==> config.mk <==
export PLATFORM = sky130hd
export DESIGN_NAME = io_debounce
export DESIGN_NICKNAME = d
export VERILOG_FILES = /design/src/rtl/io_debounce_pkg.sv /design/src/rtl/io_debounce_chan.sv /design/src/rtl/io_debounce.sv
export SDC_FILE = /design/constraint.sdc
export NUM_CORES = 1
export LEC_CHECK = 0
export CORE_UTILIZATION = 50
export CTS_BUF_LIST = sky130_fd_sc_hd__clkbuf_16
export CTS_CLUSTER_DIAMETER = 100
export DETAILED_ROUTE_END_ITERATION = 10
export DONT_BUFFER_PORTS = 1
export HOLD_SLACK_MARGIN = 0.05
export PLACE_DENSITY_LB_ADDON = 0.08
export SLEW_MARGIN = 20
export SYNTH_ARGS = -nofsm -noshare
export SYNTH_HDL_FRONTEND = slang
export SYNTH_SLANG_ARGS = --single-unit
==> constraint.sdc <==
create_clock -name clk_100mhz -period 1.7 [get_ports clk_100mhz]
set_input_delay 0.34 -clock clk_100mhz [delete_from_list [all_inputs] [get_ports clk_100mhz]]
set_output_delay 0.34 -clock clk_100mhz [all_outputs]
set_load 0.005 [all_outputs]
==> src/rtl/io_debounce_pkg.sv <==
`default_nettype none
// ============================================================================
// Module      : io_debounce_pkg
// Description : Shared constants and width helpers for the io_debounce block.
// Revision    : 1.0 - initial release
// ============================================================================
package io_debounce_pkg;

  localparam int DEF_WIDTH        = 16;
  localparam int DEF_TICK_DIV     = 100000;  // 1 ms tick at 100 MHz
  localparam int DEF_STABLE_TICKS = 10;

  // Stable-sample counter width: ceil(log2(stable_ticks)) + 1 bits
  function automatic int cnt_width(input int stable_ticks);
    return ((stable_ticks > 1) ? $clog2(stable_ticks) : 0) + 1;
  endfunction

  // Prescaler width, never less than one bit
  function automatic int div_width(input int div);
    return (div > 1) ? $clog2(div) : 1;
  endfunction

endpackage
`default_nettype wire

==> src/rtl/io_debounce_chan.sv <==
`default_nettype none
// ============================================================================
// Module      : debounce_chan
// Description : One debounce channel: 2-flop synchronizer, saturating stable
//               counter, accepted level and registered edge detect.
// Revision    : 1.0 - initial release
// ============================================================================
module debounce_chan
  import io_debounce_pkg::*;
#(
  parameter int STABLE_TICKS = DEF_STABLE_TICKS
) (
  input  logic clk_100mhz,
  input  logic rst_n,
  input  logic raw,
  input  logic tick,
  output logic level,
  output logic rise,
  output logic fall
);

  localparam int            CW       = cnt_width(STABLE_TICKS);
  localparam logic [CW-1:0] CNT_LAST = CW'(STABLE_TICKS - 1);
  localparam logic [CW-1:0] CNT_MAX  = '1;

  logic [1:0]    sync;
  logic [CW-1:0] cnt;
  logic          level_d;

  // Bring the asynchronous pin into the clock domain before anything looks at it
  always_ff @(posedge clk_100mhz or negedge rst_n) begin
    if (!rst_n) sync <= '0;
    else        sync <= {sync[0], raw};
  end

  // On each tick: count consecutive differing samples, accept after STABLE_TICKS
  always_ff @(posedge clk_100mhz or negedge rst_n) begin
    if (!rst_n) begin
      cnt   <= '0;
      level <= 1'b0;
    end else if (tick) begin
      if (sync[1] == level) begin
        cnt <= '0;
      end else if (cnt >= CNT_LAST) begin
        level <= ~level;
        cnt   <= '0;
      end else if (cnt != CNT_MAX) begin
        cnt <= cnt + CW'(1);
      end
    end
  end

  // Edge pulses come from comparing level against its one-cycle-old copy
  always_ff @(posedge clk_100mhz or negedge rst_n) begin
    if (!rst_n) begin
      level_d <= 1'b0;
      rise    <= 1'b0;
      fall    <= 1'b0;
    end else begin
      level_d <= level;
      rise    <= level & ~level_d;
      fall    <= ~level & level_d;
    end
  end

endmodule
`default_nettype wire

==> src/rtl/io_debounce.sv <==
`default_nettype none
// ============================================================================
// Module      : io_debounce
// Description : Multi-channel pin debouncer with shared sample-tick prescaler
//               and a sticky change-event latch.
// Revision    : 1.0 - initial release
// ============================================================================
module io_debounce
  import io_debounce_pkg::*;
#(
  parameter int WIDTH        = DEF_WIDTH,
  parameter int TICK_DIV     = DEF_TICK_DIV,
  parameter int STABLE_TICKS = DEF_STABLE_TICKS
) (
  input  logic             clk_100mhz,
  input  logic             rst_n,
  input  logic [WIDTH-1:0] raw_in,
  input  logic             evt_clr,
  output logic [WIDTH-1:0] level,
  output logic [WIDTH-1:0] rise,
  output logic [WIDTH-1:0] fall,
  output logic             evt_pending,
  output logic [WIDTH-1:0] evt_mask
);

  localparam int            PW       = div_width(TICK_DIV);
  localparam logic [PW-1:0] PRE_LAST = PW'(TICK_DIV - 1);

  logic [PW-1:0]    pre_cnt;
  logic             tick;
  logic [WIDTH-1:0] edges;
  logic             any_edge;

  // Prescaler: tick is high for the one cycle in which the count sits at 0
  always_ff @(posedge clk_100mhz or negedge rst_n) begin
    if (!rst_n) begin
      pre_cnt <= '0;
      tick    <= 1'b0;
    end else if (pre_cnt == PRE_LAST) begin
      pre_cnt <= '0;
      tick    <= 1'b1;
    end else begin
      pre_cnt <= pre_cnt + PW'(1);
      tick    <= 1'b0;
    end
  end

  for (genvar i = 0; i < WIDTH; i++) begin : g_chan
    debounce_chan #(
      .STABLE_TICKS (STABLE_TICKS)
    ) u_chan (
      .clk_100mhz (clk_100mhz),
      .rst_n      (rst_n),
      .raw        (raw_in[i]),
      .tick       (tick),
      .level      (level[i]),
      .rise       (rise[i]),
      .fall       (fall[i])
    );
  end

  assign edges    = rise | fall;
  assign any_edge = |edges;

  // Sticky event latch; a new edge in the clear cycle survives the clear
  always_ff @(posedge clk_100mhz or negedge rst_n) begin
    if (!rst_n) begin
      evt_pending <= 1'b0;
      evt_mask    <= '0;
    end else if (evt_clr) begin
      evt_pending <= any_edge;
      evt_mask    <= edges;
    end else begin
      evt_pending <= evt_pending | any_edge;
      evt_mask    <= evt_mask | edges;
    end
  end

endmodule
`default_nettype wire

[After elaboration in Yosys (flattened, before gate mapping)]
Index checks and enable logic that the tools add are counted.
Storage, ports and cells
  bits in registers: 211
  bits of input ports: 19
  output and inout port bits: 65
  logic and storage cells: 350
Cells by class
  $add $sub $neg: 17
  order comparisons: 16
  equal/unequal tests: 33
  mux-type cells: 52
  bitwise operators: 83
  reduce and logical (&&, ||, !) cells: 49
Operator list (number)
  2-to-1 mux 5 bit: 48
  adder 5 x 1 -> 5 bit (second input constant): 16
  >= comparator 5 x 4 -> 1 bit (second input constant): 16
  != test 5 bit (second input constant): 16
  inverter 1 bit: 48
  AND reduction 3 bit: 16
  nonzero test 3 bit: 16
  AND 1 bit: 32
  bitwise OR 16 bit: 2
  AND reduction 2 bit: 16
  adder 17 x 1 -> 17 bit (second input constant): 1
  == test 17 bit (second input constant): 1
  2-to-1 mux 17 bit: 1
  == test 1 bit: 16
  2-to-1 mux 16 bit: 1
  OR reduction 16 bit: 1
  2-to-1 mux 1 bit: 2
  bitwise OR 1 bit: 1

[Longest topological paths before layout]
  depth in word-level cells: 4
  gate-level depth with buffers: 7
  mapped depth without buffers: 7

[Modules after synthesis]
From an unflattened synthesis, not the netlist that was laid out.
Unflattened totals
  cell total of the unflattened synthesis: 788
  area, all modules: 9924.5 sq um
Modules (own cells, without submodules)
  debounce_chan: times used 16, cells an instance 40, area an instance 525.5 sq um, seq. area each 275.3 sq um
  io_debounce: times used 1, cells an instance 148, area an instance 1516.5 sq um, seq. area each 875.8 sq um

[Worst setup path before layout]
OpenSTA, ideal clock, no wires.
  path kind: register to register
  start point: register g_chan[11].u_chan.cnt[0]
  end point: register g_chan[11].u_chan.level
  library setup time: 125 ps
  data arrival time: 1553 ps
  required time: 1575 ps
  setup slack: 22 ps
  cell stages (with the launch flop): 5
  path buffers: 0
  clock period less this slack: 1678 ps
  path through: dfrtp_1 > ha_1 > o41a_1 > o21ai_0 > mux2_2
Between the ends
  longest elaborated chain between the ends: 2
RTL lines
  start, declared: line io_debounce_chan.sv:27  | logic [CW-1:0] cnt;
  start signal, assigned: line io_debounce_chan.sv:48  | cnt <= cnt + CW'(1);
  >= comparator 5 x 4 -> 1 bit: line io_debounce_chan.sv:44  | end else if (cnt >= CNT_LAST) begin
  AND reduction 3 bit (no line)
  end signal, assigned: line io_debounce_chan.sv:45  | level <= ~level;
  end, declared: line io_debounce_chan.sv:17  | output logic level,
Every way passes these cells.
A chain may end at the register's enable or synchronous reset.

[Worst setup path after layout]
  start point: register g_chan[13].u_chan.cnt[0]
  end point: register g_chan[13].u_chan.cnt[2]
Between the ends
  longest elaborated chain between the ends: 4
  elaborated cells on any way between the ends: 8
  classes of those cells: 1 x add/sub; 1 x order compare; 1 x eq/ne; 3 x mux; 2 x reduce/logical
RTL lines
  start, declared: line io_debounce_chan.sv:27
  start signal, assigned: line io_debounce_chan.sv:48
  adder 5 x 1 -> 5 bit: line io_debounce_chan.sv:48
  2-to-1 mux 5 bit: line io_debounce_chan.sv:47  | end else if (cnt != CNT_MAX) begin
  2-to-1 mux 5 bit: line io_debounce_chan.sv:44
  2-to-1 mux 5 bit: line io_debounce_chan.sv:42  | if (sync[1] == level) begin
Several ways; a longest one is shown, not always the timed one. The select of a mux whose other input is x is not followed.

==> results.toml <==
[clocking]
numCtsBuffers = 22
clk_latency_ns = 0.50
path_clk_slew_ns = 0.06
hold_buffers = 17
cts_tree = "done"
clockRootBuffer = "clkbuf_16"
cts_buffer_depth = 3
h-tree-depth = 1
cts_sinks = 211

[placed_design]
placed_cells = 1102
hpwl_um = 11100
place.gp.congestion = 0.833
place_ws_ns = -0.124
port-buffer-count = 0

[floorplanning]
io_pins = 84
num_rows = 51
core_area_mm2 = 0.0194
chipWidth_um = 142
die_height_um = 142
start_util_pct = 50.9
die_area_mm2 = 0.0203

[sta]
max_freq_mhz = 577
finClkSkew_ns = 0.00781
min_period_over_period_pct = 102
setup_ws_ns = -0.0328
hold_viol = 211
report.final.slew_viol_count = 0
finalSetupViolations = 7
worst-slew-pin-transition_ns = 0.514
timing.hold.ws_ns = -0.462
rsz0062_at_grt = "yes"
max_slew_margin_pct = 65.5
fin_crit_ns = 1.73

[worst_setup_path]
crit_path_start_kind = "flip-flop"
endpoint_kind = "flip-flop"
crit_fanout = 4
cp.arrival_ns = 2.16
r2r-start = "g_chan[13].u_chan.cnt[0]"
worstSetupPathType = "reg2reg"
rrSetupSlack_ns = -0.03
cp.required_ns = 2.12
ff2ff_path_depth = 5
r2r-end = "g_chan[13].u_chan.cnt[2]"
critPathTopFamily = "compound AO/OA/AOI/OAI gates"
crit_chain = "buf_6 > o41a_1 > o41ai_1 > nand2_1 > o21ai_1"
worst_path_max_delay_cell = "o41a_1"
critPathBufInv = 1
critPathMaxStageDelay_ns = 0.49

[cells_and_area]
num_antenna_cells = 0
layout-drive-gt1-share_pct = 27.2
synthToLayoutAreaGrowth_pct = 22.3
instances_no_fill = 1212
nets = 1001
n_fill_cell = 1556

[routing]
first_pass_iters = 6
ant_nets = 0
avgViaCountPerCell = 5.45
dr.first_iter.drc_count = 289
wire_per_inst_um = 15.3
remaining_drc_errors = 0
vias = 6600
wirelength_um = 18600

[synth]
synth_nets = 939
yosysSeqAreaShare_pct = 53.5
synth.distinct_cells = 36
syn_inst = 871
yosysWarnings = 0
avgSynthCellArea_um2 = 11.3
ys_ff_latch = 211
synth_area_mm2 = 0.00987

[run_status]
violations = "negative hold slack, negative setup slack"
status = "finished, violations left"

[worst_hold_path]
hold_path.class = "in2async"

[grt]
grt_use_met3_pct = 3.33
grt_start_max_net_pins = 212
grt_pass1_wl_um = 28800
grt-ovfl-total = 0
busiest_layer = "met2"
antenna_found_initial = 0
use_met1_pct = 22.2
met2_usage_pct = 29.7
grt_pass1_vias = 6258
grt_usage_pct = 17.3

[run]
max-cap-violations = 0

[power_and_ir_drop]
leakage_nw = 5.20
ir_drop_v = 0.000493
power_density_mw_per_mm2 = 815
-- placed cells by master, fill, tap and decap left out, drive strengths merged, types with 11 or more instances in the layout --
cell,count
a21boi,27
and3,18
nand2,26
o22ai,16
clkinv,11
o41a,16
nand4b,29
clkbuf,23
xnor2,24
ha,49
buf,85
nor2b,52
o41ai,16
mux2i,17
dfrtp,211
nor3,37
nand3b,18
dlygate4sd3,17
nor2,26
inv,61
nand2b,22
mux2,16
nand3,31
o21ai,76
-- layer usage --
| metal | up-vias | wire [um] |
|---|---|---|
| met5 | - | 0 |
| met4 | 0 | 349 |
| met3 | 33 | 1020 |
| met2 | 130 | 8980 |
| met1 | 3269 | 8220 |
| li1 | 3168 | - |
-- repair_timing --
action	4_1_cts	5_1_grt
gates resized for setup	44	174
setup buffers	20	37
pin swaps	32	69
cloned	0	0
endpoints found under the hold margin	243	211
setup endpoints to repair	44	88
-- cell type report --
cell class | count | area (um2) | share of cell area [%]
sequential | 211 | 5300 | 43.9
multi-input combinational | 537 | 4600 | 38.2
timing repair buffer | 102 | 913 | 7.57
clock buffer | 23 | 576 | 4.77
tap | 265 | 332 | 2.75
inverter | 59 | 224 | 1.86
clock inverter | 15 | 114 | 0.944
-- metrics by stage --
step           TNS, ns  area [um2]  util [%]  total power [mW]
3_5_place_dp     -1.49       10000      51.7              5.24
2_1_floorplan        0        9870         -              5.22
3_3_place_gp   -0.0729       10000      51.7              5.24
5_1_grt          -3.20       12100      62.2              10.2
4_1_cts         -0.196       11200      57.5              9.95
6_report        -0.107       12100      62.2              9.83
-- kinds of logic after synthesis --
family	count (synthesis)	share of synthesized area, %
AO/OA/AOI/OAI	153	10.3
XOR/XNOR	29	2.57
adder cells (fa/ha/maj)	49	6.21
buffers and inverters	123	6.57
flip-flops	211	53.5
multiplexers	33	3.55
AND/OR/NAND/NOR	273	17.3
-- power by group --
| part | internal [mW] | switching (mW) | leakage (nW) |
|---|---|---|---|
| combinational | 0.0735 | 0.0665 | 2.02 |
| clock | 2.73 | 1.88 | 0.349 |
| sequential | 5.06 | 0.0196 | 2.84 |
-- cell usage after synthesis --
cell type | count | area, um2
clkbuf_1 | 9 | 33.8
inv_1 | 59 | 221
and4_1 | 1 | 8.76
nor4_1 | 3 | 18.8
buf_1 | 2 | 7.51
nor3_2 | 13 | 130
or3_1 | 1 | 6.26
dfrtp_1 | 211 | 5280
o41ai_1 | 16 | 140
a31oi_1 | 1 | 6.26
buf_4 | 48 | 360
nand4b_1 | 29 | 254
mux2_2 | 16 | 180
ha_1 | 49 | 613
nand3b_1 | 18 | 135
a21boi_0 | 26 | 195
and4_4 | 1 | 11.3
o41a_1 | 16 | 180
nor2b_1 | 52 | 325
o21ai_0 | 61 | 305
xnor2_1 | 24 | 210
xor2_1 | 5 | 43.8
nand2b_1 | 22 | 138
nor3_1 | 20 | 100
a21boi_1 | 1 | 7.51
o22ai_1 | 16 | 100
a21oi_1 | 1 | 5.00
nor3_4 | 4 | 65.1
nand2_1 | 26 | 97.6
mux2i_1 | 17 | 170
nand4_1 | 8 | 50.1
nand3_1 | 31 | 155
buf_2 | 5 | 25.0
o21ai_1 | 15 | 75.1
nor2_1 | 26 | 97.6
and3_1 | 18 | 113
-- state kept, by name, summed over array words and instances, names as in the netlist --
register and flops:
g_chan.u_chan.level 16, evt_mask 16, g_chan.u_chan.cnt 80, g_chan.u_chan.fall 16, g_chan.u_chan.rise 16, g_chan.u_chan.sync 32
tick 1, pre_cnt 17, evt_pending 1, g_chan.u_chan.level_d 16
-- how the worst max path moves through the flow --
stage / slack [ns] / start / cells after the start / endpoint
2_1_floorplan: 0.02 / g_chan[11].u_chan.cnt[0] / 4 / g_chan[11].u_chan.level
3_3_place_gp: -0.02 / g_chan[13].u_chan.cnt[1] / 6 / g_chan[13].u_chan.cnt[1]
3_5_place_dp: -0.12 / g_chan[11].u_chan.cnt[1] / 8 / g_chan[11].u_chan.cnt[3]
4_1_cts: -0.05 / g_chan[12].u_chan.cnt[0] / 6 / g_chan[12].u_chan.cnt[0]
5_1_grt: -0.14 / g_chan[13].u_chan.cnt[0] / 5 / g_chan[13].u_chan.cnt[2]
6_report: -0.03 / g_chan[13].u_chan.cnt[0] / 5 / g_chan[13].u_chan.cnt[2]
No activity file was read; power rests on OpenSTA's default activity.
